===== src/rtl/exec_sequencer.sv =====
// exec_sequencer: single-issue sequencer that buffers arithmetic instructions,
// fetches both operands from the register file, hands them to the execution
// unit, waits for its result and writes that result back to the destination.
// Exactly one operation is in flight at any time.

module exec_sequencer #(
    parameter int WIDTH   = 8,
    parameter int SIZE    = 64,
    parameter int DEPTH   = 4,
    parameter int TIMEOUT = 32,
    localparam int AW     = $clog2(SIZE)
) (
    input  logic             clk,
    input  logic             rst_n,

    // instruction source
    input  logic             in_valid,
    output logic             in_ready,
    input  logic [1:0]       in_opcode,
    input  logic [AW-1:0]    in_dst,
    input  logic [AW-1:0]    in_src1,
    input  logic [AW-1:0]    in_src2,

    // register file
    output logic [AW-1:0]    rf_raddr1,
    output logic [AW-1:0]    rf_raddr2,
    input  logic [WIDTH-1:0] rf_rdata1,
    input  logic [WIDTH-1:0] rf_rdata2,
    output logic             rf_we,
    output logic [AW-1:0]    rf_waddr,
    output logic [WIDTH-1:0] rf_wdata,

    // execution unit
    output logic             ex_enable,
    output logic [1:0]       ex_opcode,
    output logic [WIDTH-1:0] ex_src1,
    output logic [WIDTH-1:0] ex_src2,
    output logic [AW-1:0]    ex_dst_addr,
    input  logic             ex_ready,
    input  logic [WIDTH-1:0] ex_result,

    // status
    output logic             done,
    output logic             timeout_err,
    output logic             idle
);

    localparam int PW = (DEPTH > 1) ? $clog2(DEPTH) : 1;
    localparam int CW = $clog2(DEPTH + 1);
    localparam int TW = $clog2(TIMEOUT + 1);

    localparam logic [1:0] OP_NOP = 2'b00;

    typedef struct packed {
        logic [1:0]    opcode;
        logic [AW-1:0] dst;
        logic [AW-1:0] src1;
        logic [AW-1:0] src2;
    } instr_t;

    typedef enum logic [2:0] {
        S_IDLE,
        S_READ,
        S_ISSUE,
        S_WAIT,
        S_WRITE
    } state_t;

    state_t          state;
    instr_t          cur;          // instruction currently being sequenced
    logic [TW-1:0]   wait_cnt;     // WAIT cycles completed for the current op

    // ------------------------------------------------------------------
    // Instruction FIFO
    // ------------------------------------------------------------------
    instr_t          fifo_mem [DEPTH];
    logic [PW-1:0]   wr_ptr;
    logic [PW-1:0]   rd_ptr;
    logic [CW-1:0]   count;
    logic            full;
    logic            empty;
    logic            push;
    logic            pop;
    instr_t          in_instr;
    instr_t          head;

    assign in_instr = '{opcode: in_opcode, dst: in_dst, src1: in_src1, src2: in_src2};
    assign head     = fifo_mem[rd_ptr];

    assign full     = (count == CW'(DEPTH));
    assign empty    = (count == '0);
    assign in_ready = rst_n && !full;
    assign push     = in_valid && in_ready;
    assign pop      = (state == S_IDLE) && !empty;

    // Read addresses come straight from the latched instruction, so they are
    // valid throughout READ and the RF returns operands during ISSUE.
    assign rf_raddr1 = cur.src1;
    assign rf_raddr2 = cur.src2;

    assign idle = (state == S_IDLE) && empty;

    // FIFO storage write on every accepted instruction.
    // NOTE: the storage array is deliberately not reset; count and the
    // pointers define which entries are meaningful, so stale contents are
    // never observed.
    always_ff @(posedge clk) begin
        if (push) begin
            fifo_mem[wr_ptr] <= in_instr;
        end
    end

    // FIFO pointers and occupancy; push and pop may happen in the same cycle.
    // NOTE: every register in a clocked block uses <= so all state updates
    // see the values from before the edge, independent of statement order.
    always_ff @(posedge clk) begin
        if (!rst_n) begin
            wr_ptr <= '0;
            rd_ptr <= '0;
            count  <= '0;
        end else begin
            if (push) begin
                wr_ptr <= wr_ptr + PW'(1);
            end
            if (pop) begin
                rd_ptr <= rd_ptr + PW'(1);
            end
            case ({push, pop})
                2'b10:   count <= count + CW'(1);
                2'b01:   count <= count - CW'(1);
                default: count <= count;
            endcase
        end
    end

    // ------------------------------------------------------------------
    // Sequencing FSM with registered outputs
    // ------------------------------------------------------------------

    // Walks each popped instruction through READ/ISSUE/WAIT/WRITE.
    always_ff @(posedge clk) begin
        if (!rst_n) begin
            state       <= S_IDLE;
            cur         <= '0;
            wait_cnt    <= '0;
            rf_we       <= 1'b0;
            rf_waddr    <= '0;
            rf_wdata    <= '0;
            ex_enable   <= 1'b0;
            ex_opcode   <= '0;
            ex_src1     <= '0;
            ex_src2     <= '0;
            ex_dst_addr <= '0;
            done        <= 1'b0;
            timeout_err <= 1'b0;
        end else begin
            // Write strobe and completion pulse last a single cycle.
            rf_we <= 1'b0;
            done  <= 1'b0;

            case (state)
                S_IDLE: begin
                    if (!empty) begin
                        cur <= head;
                        // A NOP is consumed here and never leaves IDLE.
                        if (head.opcode != OP_NOP) begin
                            state <= S_READ;
                        end
                    end
                end

                S_READ: begin
                    state <= S_ISSUE;
                end

                S_ISSUE: begin
                    ex_src1     <= rf_rdata1;
                    ex_src2     <= rf_rdata2;
                    ex_opcode   <= cur.opcode;
                    ex_dst_addr <= cur.dst;
                    ex_enable   <= 1'b1;
                    wait_cnt    <= '0;
                    state       <= S_WAIT;
                end

                S_WAIT: begin
                    if (wait_cnt == TW'(TIMEOUT - 1)) begin
                        // Final WAIT cycle: abandon even if ready shows up now.
                        timeout_err <= 1'b1;
                        ex_enable   <= 1'b0;
                        state       <= S_IDLE;
                    end else begin
                        // The first WAIT cycle may still see the previous op's
                        // ready, so only later cycles accept a result.
                        if ((wait_cnt != '0) && ex_ready) begin
                            ex_enable <= 1'b0;
                            rf_we     <= 1'b1;
                            done      <= 1'b1;
                            rf_waddr  <= cur.dst;
                            rf_wdata  <= ex_result;
                            state     <= S_WRITE;
                        end
                        wait_cnt <= wait_cnt + TW'(1);
                    end
                end

                S_WRITE: begin
                    state <= S_IDLE;
                end

                default: begin
                    state <= S_IDLE;
                end
            endcase
        end
    end

endmodule


===== config.mk =====
export PLATFORM = sky130hd
export DESIGN_NAME = exec_sequencer
export DESIGN_NICKNAME = d
export VERILOG_FILES = /design/src/rtl/exec_sequencer.sv
export SDC_FILE = /design/constraint.sdc
export NUM_CORES = 1
export LEC_CHECK = 0
export ABC_CLOCK_PERIOD_IN_PS = 6650
export CORE_MARGIN = 4
export CORE_UTILIZATION = 40
export DETAILED_ROUTE_END_ITERATION = 6
export PLACE_DENSITY_LB_ADDON = 0.3
export SYNTH_ARGS = -nofsm -noshare
export SYNTH_HDL_FRONTEND = slang
export SYNTH_SLANG_ARGS = --single-unit

===== constraint.sdc =====
create_clock -name clk -period 6.65 [get_ports clk]
set_clock_uncertainty 0.2 [all_clocks]
set_input_delay 1.33 -clock clk [delete_from_list [all_inputs] [get_ports clk]]
set_output_delay 1.33 -clock clk [all_outputs]
set_load 0.01 [all_outputs]

==> flow_summary.toml, run 1 <==
[placed_design]
place_congestion = 0.8327
dpl.hpwl_mm = 8.381
port_buffers = 103

[logic_synthesis]
synth_warnings = 0
yosysUniqueCellTypes = 40
synth_area_leaders = "edfxtp_1 (39%), dfxtp_1 (26%), mux4_2 (7.4%)"
syn-cell-area_mm2 = 0.006091
syn_inst = 489
async_flop_share = 0
synth_fp_nets = 545
yosysTopAreaCellShare = 0.3944
seq_area_frac_synth = 0.6541
ys_ff_latch = 159
synth_edf_count = 80
synth_largest_area_cell = "edfxtp_1"
ys.flop_type = "edfxtp_1"
avgSynthCellArea_um2 = 12.46

[clocking]
clkTransAtPathRegs_ns = 0.06
cts_buffers = 17
cts-resized-gates = 0
postCtsSetupRepairBufs = 0
hold_buffers = 0
cts-root-buf = "clkbuf_16"
cts_buffer_depth = 2
cts_tree = "done"
cts_sinks = 159
clk_latency_ns = 0.42
htreeDepth = 4

[sta]
rsz0062_at_grt = "false"
slew-limit-headroom = 0.2614
finalHoldViolations = 0
slew_violations = 0
fmax_mhz = 237.8
post-route-period-util = 0.6323
holdWs_ns = 0.2511
worstMarginPinSlew_ns = 1.107
fin_crit_ns = 4.205
setup_viol = 0
setup_tns_ns = 0

[global_routing]
grt_start_max_net_pins = 74
grt_overflow_total = 0
antenna_found_initial = 0
grt_pass1_vias = 4033
grt_pass1_wl_mm = 20.62
track_usage = 0.1519

[status]
status = "finished, final reports clean"

[floorplan]
initial_core_util = 0.4144
core_area_mm2 = 0.01470
die_w_um = 131.4
dieArea_mm2 = 0.01727
ios = 104
die_height_um = 131.4
num_rows = 44

[setup_path]
worstPathMaxFanout = 4
reg2reg_from = "state[0]"
arrival_ns = 2.67
cp-end-kind = "output pin"
critPathCapture = "in_ready"
critPathRequiredTime_ns = 5.12
worstReg2RegEnd = "count[2]"
crit_path_start = "rst_n"
cp-start-kind = "input port"
crit_type = "in2out"
r2r_slack_ns = 3.15
worst_r2r_path_depth = 9

[route]
routed_via_density = 5.070
wire_per_inst_um = 16.53
vias = 3914
firstDrtPassIters = 5
drt_wl_total_mm = 12.76
final_antenna_net_count = 0
first_iter_violations = 240
drc_errors = 0

[power]
ir_drop_mv = 0.2499
powerDensity_mw_per_mm2 = 368.1
p_leak_nw = 2.526

[min_path]
worst_hold_path_type = "reg2reg"

[finish]
fin_nets = 631
diodes = 0
layout-drive-gt1-share = 0.1020
fin_util = 0.5248
area_growth_pct = 26.64

[flow_run]
maxCapViolations = 0
==> layout by cell type (no fill, tap or decap), types with 2 or more instances in the layout <==
master	instances
clkinvlp_4	4
inv_1	10
nor2b_1	3
xnor2_1	3
inv_2	2
a21oi_1	63
or3_1	5
nand3_1	18
clkbuf_16	17
and2_1	4
nor3_1	2
bufinv_16	2
a31oi_1	3
edfxtp_1	80
xor2_1	4
clkinv_1	3
clkbuf_8	2
buf_4	2
ha_1	7
nand2b_1	2
nor2_1	14
mux4_2	20
nand2_1	95
clkdlybuf4s50_1	103
o21ai_0	19
dfxtp_1	79
clkbuf_1	2
==> metrics by stage <==
| step | instances | power [mW] | instance area [um^2] | setup slack [ns] |
|---|---|---|---|---|
| after CTS | 772 | 2.874 | 7714 | 2.397 |
| after detailed placement | 740 | 1.936 | 7138 | 2.161 |
| after global routing | 772 | 2.996 | 7714 | 2.352 |
| after floorplan | 489 | 1.724 | 6091 | 3.072 |
| after global placement | 740 | 1.917 | 7138 | 2.293 |
| final | 772 | 2.839 | 7714 | 2.445 |
==> kinds of logic after synthesis <==
kind of cell / Yosys count / share of synthesized area
xor+xnor: 7 / 0.01007
fa+ha+maj: 8 / 0.01767
simple gates: 147 / 0.1033
mux: 21 / 0.07560
buf+inv: 50 / 0.04540
compound gates: 97 / 0.09388
flops: 159 / 0.6541
==> power breakdown <==
part | total [mW] | internal (mW) | switching (mW)
clock network | 0.933 | 0.568 | 0.365
logic | 0.675 | 0.309 | 0.365
registers | 1.23 | 1.15 | 0.0804
==> state kept, by name, summed over array words and instances, names as in the netlist, 3 cells and up, named ones only <==
register,count
rf_raddr2,6
cur,8
ex_src2,8
fifo_mem,80
rf_waddr,6
rf_wdata,8
ex_dst_addr,6
count,3
wait_cnt,6
state,3
ex_src1,8
rf_raddr1,6
==> how the worst min path moves through the flow <==
stage,from,to,slack [ns],cells after the start
finish,cur[18],ex_opcode[0],0.25,2
global route,rf_raddr2[3],rf_raddr2[3],0.28,2
CTS,cur[18],ex_opcode[0],0.26,2
detailed placement,rf_raddr2[3],rf_raddr2[3],0.25,2
global placement,ex_src2[0],ex_src2[0],0.24,2
floorplan,cur[18],ex_opcode[0],0.23,2
==> layout make-up <==
| class | count | area, um^2 |
|---|---|---|
| timing repair buffer | 105 | 1046 |
| fill | 1228 | 6985 |
| sequential | 159 | 3984 |
| inverter | 12 | 45.04 |
| tap | 184 | 230.2 |
| multi-input combinational | 280 | 1833 |
| clock buffer | 21 | 460.4 |
| clock inverter | 11 | 115.1 |
==> routing by layer <==
layer / global-route usage / routed length (um) / vias to the layer above
li1: - / - / 1907
met5: 0 / 0 / -
met4: 0.06301 / 42 / 0
met1: 0.1877 / 5469 / 1885
met2: 0.2461 / 6474 / 114
met3: 0.05046 / 775 / 8
==> Yosys cell counts (2+ instances only) <==
master / count
o21ai_0: 19
nand2b_1: 2
nor2b_1: 3
nand2_1: 95
inv_1: 11
xor2_1: 4
nor2_1: 15
and2_1: 4
clkbuf_1: 11
buf_6: 2
buf_4: 17
mux4_2: 20
edfxtp_1: 80
a31oi_1: 3
xnor2_1: 3
a21oi_1: 63
buf_2: 8
nand3_1: 18
dfxtp_1: 79
or3_1: 5
nor3_1: 2
ha_1: 7
==> critical path: stages <==
cell,delay (ns)
clkdlybuf4s50_1,0.55
inv_2,0.05
a31oi_1,0.17
clkdlybuf4s50_1,0.57
Power figures use the tool's default switching activity.
==> run 2, diff against run 1 <==
- ABC_CLOCK_PERIOD_IN_PS: 6650 -> 4050
- clock period: 6.65 -> 4.05 ns (I/O delays scaled with it)
==> run 2 against run 1 <==
Against the previous run:
- clock-buffer cell count is 1 lower
- non-clock buffer count up 6
- combinational power increased by 64%
- worst hold slack is essentially flat
- largest cell class unchanged
- largest power group unchanged
==> flow_summary.toml, run 2 (synthesized netlist as in run 1, its figures left out) <==
[finish]
fin_area_mm2 = 0.007740
fin_util = 0.5266
fin_nets = 637
ff_latch_area_mm2 = 0.003984
multi_input_area_mm2 = 0.001833
layout-drive-gt1-share = 0.1128
largest_register_ffs = 80
area_growth_pct = 27.07
fill_cells = 1227
mostFrequentLayoutCell = "clkdlybuf4s50_1"
largest_register = "fifo_mem"
most-common-layout-cells = "clkdlybuf4s50_1 (103), nand2_1 (95), edfxtp_1 (80)"
diodes = 0

[setup_path]
crit_top_cell = "clkdlybuf4s50_1"
worstPathMaxFanout = 7
crit_type = "in2out"
cpMaxStageDelayCell = "clkdlybuf4s50_1"
critPathRequiredTime_ns = 3.04
cp-start-kind = "input port"
worst_path_largest_cell_delay_ns = 0.56
crit_path_start = "rst_n"
crit_family = "buffers and inverters"
path_buf_inv = 3
path_cells = "clkdlybuf4s50_1 > inv_2 > a31oi_1 > clkdlybuf4s50_1"
arrival_ns = 2.19
reg2reg_from = "state[0]"
cp-end-kind = "output pin"

[global_routing]
grt_pass1_vias = 4126
track_usage = 0.1578
antenna_found_initial = 0
grt_overflow_total = 0
grt_pass1_wl_mm = 21.51
grt_start_max_net_pins = 69

[placed_design]
dpl.hpwl_mm = 8.411
place_ws_ns = 0.6455
place_congestion = 0.8089
port_buffers = 103
detailed_place.area_mm2 = 0.007183

[route]
first_iter_violations = 185
drc_errors = 0
wire_per_inst_um = 16.81
routed_via_density = 5.162
final_antenna_net_count = 0
drt_wl_total_mm = 13.08
firstDrtPassIters = 4
vias = 4016

[clocking]
hold_buffers = 0
clkTransAtPathRegs_ns = 0.06
cts_tree = "done"
cts-resized-gates = 0
cts-root-buf = "clkbuf_16"
postCtsSetupRepairBufs = 0
cts_sinks = 159
cts_buffer_depth = 2
clk_latency_ns = 0.43
htreeDepth = 4
cts_buffers = 17

[flow_run]
maxCapViolations = 0

[sta]
rsz0062_at_grt = "false"
setup_tns_ns = 0
setup_ws_ns = 0.8541
setup_viol = 0
holdWs_ns = 0.2515
post-route-period-util = 0.7891
fmax_mhz = 312.9
slew-limit-headroom = 0.3083
fin_crit_ns = 3.196
finalHoldViolations = 0
worstMarginPinSlew_ns = 1.035
slew_violations = 0

[floorplan]
core_area_mm2 = 0.01470
die_height_um = 131.4
ios = 104
initial_core_util = 0.4144
die_w_um = 131.4
dieArea_mm2 = 0.01727
num_rows = 44

[min_path]
worst_hold_path_type = "reg2reg"
min-delay-start = "rf_raddr1[4]"

[power]
powerDensity_mw_per_mm2 = 601.6
p_leak_nw = 2.556
ir_drop_mv = 0.3498

[status]
status = "finished, final reports clean"
## run 2: cell types whose count changed in the layout (fill, tap and decap cells not counted), sizes merged
cell,before,now
buf,2,8
inv,12,15
clkinvlp,4,2
bufinv,2,1
clkbuf,21,20
clkinv,5,6
## run 2: where the power goes
group	total [mW]	internal, mW	switching [mW]
logic	1.11	0.525	0.586
registers	2.05	1.89	0.162
clock network	1.49	0.864	0.631
total	4.66	3.28	1.38
## run 2: final timing paths
check                      end  slack [ns]  cells after the start
setup / recovery      in_ready        0.85                      4
hold reg to reg   rf_raddr1[4]        0.25                      2
hold / removal    rf_raddr1[4]        0.25                      2
setup reg to reg      count[2]        1.04                     10
## run 2: metrics by stage
stage	power [mW]	cells
6_report	4.656	778
5_1_grt	4.917	778
4_1_cts	4.718	778
3_5_place_dp	3.216	746
3_3_place_gp	3.183	746
2_1_floorplan	2.831	489
## run 2: layout make-up
cell class,count,area share
clock buffer,20,0.05771
clock inverter,12,0.01423
inverter,12,0.005820
multi-input combinational,280,0.2368
sequential,159,0.5147
tap,184,0.02974
timing repair buffer,111,0.1410
## run 2: worst min-delay path: stages, from the launching register on
cell and delay, ns:
dfxtp_1 0.30, nand2_1 0.05, a21oi_1 0.05
## run 2: per-layer routing
metal	global-route usage	part of all wire	up-vias
met5	0	0	-
met4	0.06768	0.014	0
met3	0.04472	0.050	15
met2	0.2665	0.50	108
met1	0.1898	0.44	1977
li1	-	-	1916
==> run 3, diff against run 2 <==
- ABC_CLOCK_PERIOD_IN_PS: 4050 -> 2700
- clock period: 4.05 -> 2.7 ns (I/O delays scaled with it)
==> run 3 against run 2 <==
Against the previous run:
- sequential power up 46%
- critical path type unchanged
- largest power group unchanged
- core utilization up 1.1 points
- combinational power up 67%
==> flow_summary.toml, run 3 (synthesized netlist as in run 1, its figures left out) <==
[sta]
fin_crit_ns = 2.589
setup_tns_ns = 0
setup_viol = 0
post-route-period-util = 0.9588
rsz0062_at_grt = "false"
finalHoldViolations = 0
fmax_mhz = 386.3
slew-limit-headroom = 0.3888
worstMarginPinSlew_ns = 0.9137
slew_violations = 0
holdWs_ns = 0.2523

[finish]
fin_area_mm2 = 0.007898
layout-drive-gt1-share = 0.1351
final_cell_count_no_fill = 791
fin_nets = 650
ff_latch_area_mm2 = 0.003984
largest_register_ffs = 80
multi_input_area_mm2 = 0.001833
fill_cells = 1241
most-common-layout-cells = "clkdlybuf4s50_1 (102), nand2_1 (95), edfxtp_1 (80)"
mostFrequentLayoutCell = "clkdlybuf4s50_1"
largest_register = "fifo_mem"
diodes = 0
area_growth_pct = 29.66

[floorplan]
num_rows = 44
core_area_mm2 = 0.01470
die_height_um = 131.4
die_w_um = 131.4
initial_core_util = 0.4144
ios = 104
dieArea_mm2 = 0.01727

[clocking]
hold_buffers = 0
cts_buffers = 17
clk_latency_ns = 0.43
postCtsSetupRepairBufs = 0
cts_sinks = 159
htreeDepth = 4
cts_buffer_depth = 2
clkTransAtPathRegs_ns = 0.06
cts_tree = "done"
cts-root-buf = "clkbuf_16"
cts-resized-gates = 1

[power]
ir_drop_mv = 0.4961
p_total_mw = 7.102
p_leak_nw = 2.642
powerDensity_mw_per_mm2 = 899.3

[placed_design]
dpl.hpwl_mm = 8.837
detailed_place.area_mm2 = 0.007331
port_buffers = 103
dp_cells = 759
place_congestion = 0.7989

[global_routing]
track_usage = 0.1537
grt_overflow_total = 0
antenna_found_initial = 0
grt_pass1_wl_mm = 20.92
grt_start_max_net_pins = 60
grt_pass1_vias = 4055

[route]
firstDrtPassIters = 4
drt-met1-wl_mm = 5.643
vias = 4009
routed_via_density = 5.068
wl_met2_mm = 6.581
drt_wl_total_mm = 13.07
highest_layer = "met4"
first_iter_violations = 232
drc_errors = 0
wire_per_inst_um = 16.52
final_antenna_net_count = 0
routed-wl-met3_um = 713

[status]
status = "finished, final reports clean"

[setup_path]
arrival_ns = 1.85
crit_type = "in2out"
critPathRequiredTime_ns = 1.96
cp-end-kind = "output pin"
cp-start-kind = "input port"
worstPathMaxFanout = 4

[min_path]
worst_hold_path_type = "reg2reg"

[flow_run]
maxCapViolations = 0
## run 3: where the power goes
part           switching (mW)  total [mW]  leakage, nW  internal [mW]
clock                   0.934        2.25        0.274           1.32
combinational           0.979        1.85         1.00          0.867
sequential              0.169        3.00         1.37           2.83
## run 3: area by class of cell
type,count,area share
sequential,159,0.5044
clock buffer,20,0.05783
inverter,12,0.005703
tap,184,0.02915
clock inverter,12,0.01410
timing repair buffer,124,0.1567
multi-input combinational,280,0.2321
## run 3: path summary, 6_finish.rpt
kind / slack, ns / start / depth (start not counted) / endpoint
max reg2reg: 0.36 / state[2] / 9 / count[2]
min: 0.25 / cur[18] / 2 / ex_opcode[0]
max: 0.11 / rst_n / 4 / in_ready
min reg2reg: 0.25 / cur[18] / 2 / ex_opcode[0]
## run 3: worst max-delay path, cell delays in order
cell and delay, ns:
clkdlybuf4s50_1 0.51, inv_2 0.07, a31oi_1 0.16, clkdlybuf4s50_1 0.56
## run 3: metrics by stage
step           utilization  setup slack (ns)
6_report            0.5373            0.1113
5_1_grt             0.5373           0.03697
4_1_cts             0.5373           0.07509
3_5_place_dp        0.4987           -0.1003
3_3_place_gp        0.4987           0.01756
2_1_floorplan            -            0.2545
## run 3: routing by layer
metal  global-route usage  vias up
li1                     -     1943
met1               0.1893     1945
met2               0.2562      103
met3              0.04817       18
met4              0.05543        0
met5                    0        -
